$ cat src/rtl/blft_param.sv
// Parametrised bilateral filter engine. Fetches a (2R+1)x(2R+1) clamped window around each
// pixel through an address/valid handshake, accumulates range- and distance-weighted sums and
// writes the rounded weighted average back in raster order.
module blft_param #(
  parameter int unsigned IMG_W = 256,
  parameter int unsigned IMG_H = 256,
  parameter int unsigned AW    = 8,
  parameter int unsigned DW    = 8,
  parameter int unsigned R     = 2,
  parameter int unsigned WF    = 6
) (
  input  logic            clk,
  input  logic            rst,
  input  logic            start,
  input  logic [1:0]      mode,
  input  logic            in_valid,
  input  logic [DW-1:0]   in_data,
  output logic [2*AW-1:0] in_addr,
  output logic            out_valid,
  output logic [2*AW-1:0] out_addr,
  output logic [DW-1:0]   out_data,
  output logic            finish
);

  localparam int unsigned K    = 2 * R + 1;
  localparam int unsigned TW   = $clog2(K + 1);
  localparam int unsigned WW   = WF + 1;
  localparam int unsigned DENW = WF + 1 + $clog2(K * K);
  localparam int unsigned NUMW = DENW + DW;
  localparam int unsigned REMW = NUMW + 1;
  localparam int unsigned QW   = DW + 1;
  localparam int unsigned CW   = $clog2(QW + 1);

  typedef enum logic [2:0] {
    StIdle,
    StCenter,
    StAccum,
    StDivide,
    StOutput,
    StDone
  } state_e;

  state_e          state_q;
  logic [AW-1:0]   row_q, col_q;
  logic [TW-1:0]   dyi_q, dxi_q;
  logic [DW-1:0]   c_q;
  logic [1:0]      mode_q;
  logic [NUMW-1:0] num_q;
  logic [DENW-1:0] den_q;
  logic [REMW-1:0] rem_q, dsor_q;
  logic [QW-1:0]   q_q;
  logic [CW-1:0]   cnt_q;

  // Window tap address with coordinates clamped to the image (border replicate).
  function automatic logic [2*AW-1:0] tap_addr(input logic [AW-1:0] r, input logic [AW-1:0] c,
                                               input int dyi, input int dxi);
    int rr, cc;
    rr = int'(r) + dyi - int'(R);
    cc = int'(c) + dxi - int'(R);
    if (rr < 0) rr = 0;
    if (rr > int'(IMG_H) - 1) rr = int'(IMG_H) - 1;
    if (cc < 0) cc = 0;
    if (cc > int'(IMG_W) - 1) cc = int'(IMG_W) - 1;
    return {AW'(rr), AW'(cc)};
  endfunction

  logic [DW-1:0]   diff, sdiff;
  logic [2:0]      shamt;
  logic [WW-1:0]   rw, w;
  int              dy_abs, dx_abs, ndy, ndx;
  logic [NUMW-1:0] num_n;
  logic [DENW-1:0] den_n;
  logic            last_tap, last_pix, div_ge;

  // Tap weight, running sums including the current tap, and next tap position.
  always_comb begin
    diff   = (in_data > c_q) ? in_data - c_q : c_q - in_data;
    shamt  = {1'b0, mode_q} + 3'd2;
    sdiff  = diff >> shamt;
    rw     = (32'(sdiff) > WF) ? '0 : WW'((1 << WF) >> sdiff);
    dy_abs = (int'(dyi_q) >= int'(R)) ? int'(dyi_q) - int'(R) : int'(R) - int'(dyi_q);
    dx_abs = (int'(dxi_q) >= int'(R)) ? int'(dxi_q) - int'(R) : int'(R) - int'(dxi_q);
    w      = rw >> (dy_abs + dx_abs);
    num_n  = num_q + NUMW'(w) * NUMW'(in_data);
    den_n  = den_q + DENW'(w);
    if (dxi_q == TW'(K - 1)) begin
      ndx = 0;
      ndy = int'(dyi_q) + 1;
    end else begin
      ndx = int'(dxi_q) + 1;
      ndy = int'(dyi_q);
    end
    last_tap = (dxi_q == TW'(K - 1)) && (dyi_q == TW'(K - 1));
    last_pix = (row_q == AW'(IMG_H - 1)) && (col_q == AW'(IMG_W - 1));
    div_ge   = (rem_q >= dsor_q);
  end

  // Frame sequencer, window accumulation, restoring divider and registered outputs.
  always_ff @(posedge clk or negedge rst) begin
    if (!rst) begin
      state_q   <= StIdle;
      row_q     <= '0;
      col_q     <= '0;
      dyi_q     <= '0;
      dxi_q     <= '0;
      c_q       <= '0;
      mode_q    <= '0;
      num_q     <= '0;
      den_q     <= '0;
      rem_q     <= '0;
      dsor_q    <= '0;
      q_q       <= '0;
      cnt_q     <= '0;
      in_addr   <= '0;
      out_valid <= 1'b0;
      out_addr  <= '0;
      out_data  <= '0;
      finish    <= 1'b0;
    end else begin
      out_valid <= 1'b0;
      unique case (state_q)
        StIdle, StDone: begin
          if (state_q == StDone) finish <= 1'b1;
          if (start) begin
            finish  <= 1'b0;
            mode_q  <= mode;
            row_q   <= '0;
            col_q   <= '0;
            in_addr <= '0;
            state_q <= StCenter;
          end
        end
        StCenter: begin
          if (in_valid) begin
            c_q   <= in_data;
            num_q <= '0;
            den_q <= '0;
            dyi_q <= '0;
            dxi_q <= '0;
            if (mode_q == 2'd3) begin
              q_q     <= {1'b0, in_data};
              state_q <= StOutput;
            end else begin
              in_addr <= tap_addr(row_q, col_q, 0, 0);
              state_q <= StAccum;
            end
          end
        end
        StAccum: begin
          if (in_valid) begin
            num_q <= num_n;
            den_q <= den_n;
            if (last_tap) begin
              // Fold the rounding half-divisor into the dividend up front.
              rem_q   <= REMW'(num_n) + REMW'(den_n >> 1);
              dsor_q  <= REMW'(den_n) << DW;
              q_q     <= '0;
              cnt_q   <= '0;
              state_q <= StDivide;
            end else begin
              dyi_q   <= TW'(ndy);
              dxi_q   <= TW'(ndx);
              in_addr <= tap_addr(row_q, col_q, ndy, ndx);
            end
          end
        end
        StDivide: begin
          if (div_ge) rem_q <= rem_q - dsor_q;
          q_q    <= {q_q[QW-2:0], div_ge};
          dsor_q <= dsor_q >> 1;
          cnt_q  <= cnt_q + 1'b1;
          if (cnt_q == CW'(QW - 1)) state_q <= StOutput;
        end
        StOutput: begin
          out_valid <= 1'b1;
          out_data  <= q_q[QW-1] ? '1 : q_q[DW-1:0];
          out_addr  <= {row_q, col_q};
          if (last_pix) begin
            state_q <= StDone;
          end else begin
            if (col_q == AW'(IMG_W - 1)) begin
              col_q   <= '0;
              row_q   <= row_q + 1'b1;
              in_addr <= {row_q + 1'b1, {AW{1'b0}}};
            end else begin
              col_q   <= col_q + 1'b1;
              in_addr <= {row_q, col_q + 1'b1};
            end
            state_q <= StCenter;
          end
        end
        default: state_q <= StIdle;
      endcase
    end
  end

endmodule

$ cat config.mk
export PLATFORM = sky130hd
export DESIGN_NAME = blft_param
export DESIGN_NICKNAME = d
export VERILOG_FILES = /design/src/rtl/blft_param.sv
export SDC_FILE = /design/constraint.sdc
export NUM_CORES = 1
export LEC_CHECK = 0
export ABC_CLOCK_PERIOD_IN_PS = 12290
export BUFFER_PORTS_ARGS = -buffer_cell sky130_fd_sc_hd__buf_2
export CAP_MARGIN = 40
export CORE_MARGIN = 2
export CORE_UTILIZATION = 45
export CTS_CLUSTER_DIAMETER = 150
export DETAILED_ROUTE_END_ITERATION = 6
export PLACE_DENSITY = 0.72
export SLEW_MARGIN = 5
export SYNTH_ARGS = -nofsm -noshare
export SYNTH_HDL_FRONTEND = slang
export SYNTH_SLANG_ARGS = --single-unit
$ cat constraint.sdc
create_clock -name clk -period 12.29 [get_ports clk]
set_input_delay 0.6145 -clock clk [delete_from_list [all_inputs] [get_ports clk]]
set_output_delay 0.6145 -clock clk [all_outputs]
set_load 0.05 [all_outputs]
==> results.ini <==
[drt]
finalWirelength_um = 37300
drt_iter0_markers = 828
drt_pass1_iterations = 5
wl_per_cell_um = 17.1
via_per_inst = 5.79
route.detailed.drc = 0
drtAntennaViolNets = 0
vias = 12600

[global_routing]
grt_overflow = 0
grt_first_pass_wirelength_um = 62400
grt_use_total = 0.228
antenna_found_initial = 0
grt_pass1_vias = 12500
grt_start_max_net_pins = 87

[setup_path]
path_max_fanout = 8
cp_slowest_cell = o21ai_0
worst_setup_path_end_kind = flip-flop
crit_required_ns = 12.62
reg2reg_depth = 37
r2r_slack_ns = 2.00
arrival_ns = 10.62
cp-start-kind = flip-flop
crit_type = reg -> reg
r2r-start = dxi_q[0]$_DFFE_PN0P_
slowest_delay_ns = 0.56
worstReg2RegEnd = rem_q[19]$_DFFE_PN0P_
cp_common_cell = fa_1

[die]
fp.dieH_um = 184
row_count = 65
dieWidth_um = 184
core_um2 = 31700
dieArea_um2 = 33900
start_util = 0.460
top_level_ports = 56

[worst_hold_path]
hold_path_class = in -> async

[cts]
path_clk_slew_ns = 0.07
numCtsBuffers = 17
cts_tree = yes
cts_sinks = 163
ctsResizeCount = 0
cts_setup_buffers = 0
holdBufCountCts = 0
clock_latency_ns = 0.45
clock-root-buffer = clkbuf_16
cts_max_path_buffers = 2
cts_max_level = 4

[synthesis]
synth_area_per_cell_um2 = 8.43
async_flop_share = 1.00
synth_seq_cells = 163
synth.most_common_cell = inv_1
synth_top_cell_area_share = 0.279
syn_area_um2 = 14600
synth_edf_count = 0
yosysTopAreaCell = dfrtp_1
synth.area.top_cells = dfrtp_1 28%, ha_1 13%, fa_1 7.7%
syn-num-nets = 1957
synth_cells = 1733
synth-seq-area-share = 0.279
synth_cell_types = 83
synthTopCellsByCount = 187 x inv_1, 186 x nand2_1, 163 x dfrtp_1
ys_warn_count = 0
synth_ff_type = dfrtp_1

[power]
swShare = 0.487
ir_drop_mv = 0.165
p_leak_nw = 7.89
cellPowerDensity_nw_per_um2 = 222
power.switching_mw = 1.72
internal_power_mw = 1.81
combinationalPowerShare = 0.599
p_clk_frac = 0.171
seqPwrFrac = 0.230

[timing]
setup_viol = 0
slew_headroom = 0.409
fin_crit_ns = 10.29
rsz0062_at_grt = false
period_share = 0.837
fmax_mhz = 97.2
holdWs_ns = 0.216
drv_slew = 0
skew_ns = 0.0151
hold_violations = 0
setup_tns_ns = 0
fin_ws_ns = 2.00
worst_slew_pin_slew_ns = 0.886

[finish]
fin_cells = 2177
layout.nets = 1986
n_antenna_cell = 0
drive_gt1_frac = 0.0727
design_area_um2 = 15900
syn2layout_area_growth_pct = 9.05

[place]
port_buffers = 55
gp_congestion = 0.906
pre_cts_ws_ns = 2.08
dp.cells = 2145
postPlaceCellArea_um2 = 15300
place.detailed.hpwl_um = 27900

[flow_run]
max_cap_violations = 0

[status]
outcome = finished clean

## worst max-delay path, delay by kind of cell, from the launching register on
kind            cells  cell delay [ns]
simple gates       11             2.32
mux                 1             0.32
flops               1             0.48
buf+inv             5             0.44
fa+ha+maj          10             4.23
compound gates      8             2.17
xor+xnor            2             0.21
## per-stage QoR
stage,util,power [mW]
after floorplan,-,2.44
final,0.502,3.53
after CTS,0.502,3.52
after global placement,0.479,2.85
after global routing,0.502,3.81
after detailed placement,0.482,2.90
## cells in the final DEF, fill, tap and decap left out, types with 5 or more instances in the layout
cell,synthesis,routed
or3_1,11,11
a21oi_1,114,114
xor2_1,22,22
o21a_1,18,18
o21ai_0,133,133
and3_1,18,18
a22o_1,24,24
a311oi_1,6,6
fa_1,56,56
a211oi_1,8,8
o21bai_1,15,15
inv_1,187,187
clkbuf_16,0,17
xnor2_1,44,44
buf_4,5,12
ha_1,154,154
nand4_1,15,15
nor4_1,6,6
o22ai_1,22,22
o211ai_1,12,12
nor2b_1,20,20
nand3_1,27,26
o31ai_1,5,5
mux2i_1,9,9
a22oi_1,15,15
dfrtp_1,163,163
a21o_1,39,39
a221o_1,11,11
nand2b_1,24,24
nor2_1,125,122
a211o_1,12,12
and2_1,30,30
nor3_1,33,33
buf_2,3,56
nand2_1,186,186
or2_2,5,5
a31oi_1,33,33
## power by group through the flow
stage	Sequential, mW	Clock (mW)	Combinational, mW
4_1_cts	0.812	0.611	2.10
3_5_place_dp	0.819	0	2.08
2_1_floorplan	0.872	0	1.56
3_3_place_gp	0.815	0	2.04
6_report	0.813	0.603	2.11
5_1_grt	0.835	0.632	2.34
## state kept, by name, indices dropped and copies added, names as in the netlist
| signal | cells |
|---|---|
| row_q | 8 |
| q_q | 9 |
| c_q | 8 |
| dxi_q | 3 |
| mode_q | 2 |
| finish | 1 |
| dsor_q | 20 |
| col_q | 8 |
| den_q | 12 |
| num_q | 20 |
| out_addr | 16 |
| out_data | 8 |
| rem_q | 21 |
| in_addr | 16 |
| dyi_q | 3 |
| out_valid | 1 |
| state_q | 3 |
| cnt_q | 4 |
## metal layers
metal / vias to the layer above / GRT usage / routed length [um]
li1: 6114 / - / -
met4: 0 / 0.0726 / 878
met3: 55 / 0.0379 / 1800
met1: 6094 / 0.289 / 16300
met5: - / 0 / 0
met2: 332 / 0.398 / 18300
## how the worst max path moves through the flow
stage,startpoint,end,slack [ns],depth (start not counted)
floorplan,dxi_q[0]$_DFFE_PN0P_,rem_q[18]$_DFFE_PN0P_,3.07,39
global route,dxi_q[0]$_DFFE_PN0P_,rem_q[19]$_DFFE_PN0P_,1.31,36
CTS,dxi_q[0]$_DFFE_PN0P_,rem_q[18]$_DFFE_PN0P_,2.04,39
global placement,dxi_q[0]$_DFFE_PN0P_,rem_q[19]$_DFFE_PN0P_,2.47,37
finish,dxi_q[0]$_DFFE_PN0P_,rem_q[19]$_DFFE_PN0P_,2.00,37
detailed placement,dxi_q[0]$_DFFE_PN0P_,rem_q[19]$_DFFE_PN0P_,2.08,37
## cells by family (layout without fill, tap and decap cells)
group                      Yosys count  after routing  synth area share
AOI/OAI and AO/OA                  507            507             0.225
xor gates and xnor gates            67             67            0.0407
adders and majority gates          210            210             0.209
buffers and inverters              251            293            0.0676
DFF                                163            163             0.279
muxes                               13             13            0.0100
and+or+nand+nor                    522            522             0.168
## cell type report
| class | instances | area [um2] |
|---|---|---|
| Fill cell | 2970 | 15800 |
| Multi-Input combinational cell | 1319 | 9560 |
| Clock buffer | 17 | 425 |
| Timing Repair Buffer | 71 | 429 |
| Sequential cell | 163 | 4080 |
| Clock inverter | 15 | 220 |
| Inverter | 190 | 713 |
| Tap cell | 402 | 503 |
No activity file was read; power rests on OpenSTA's default activity.
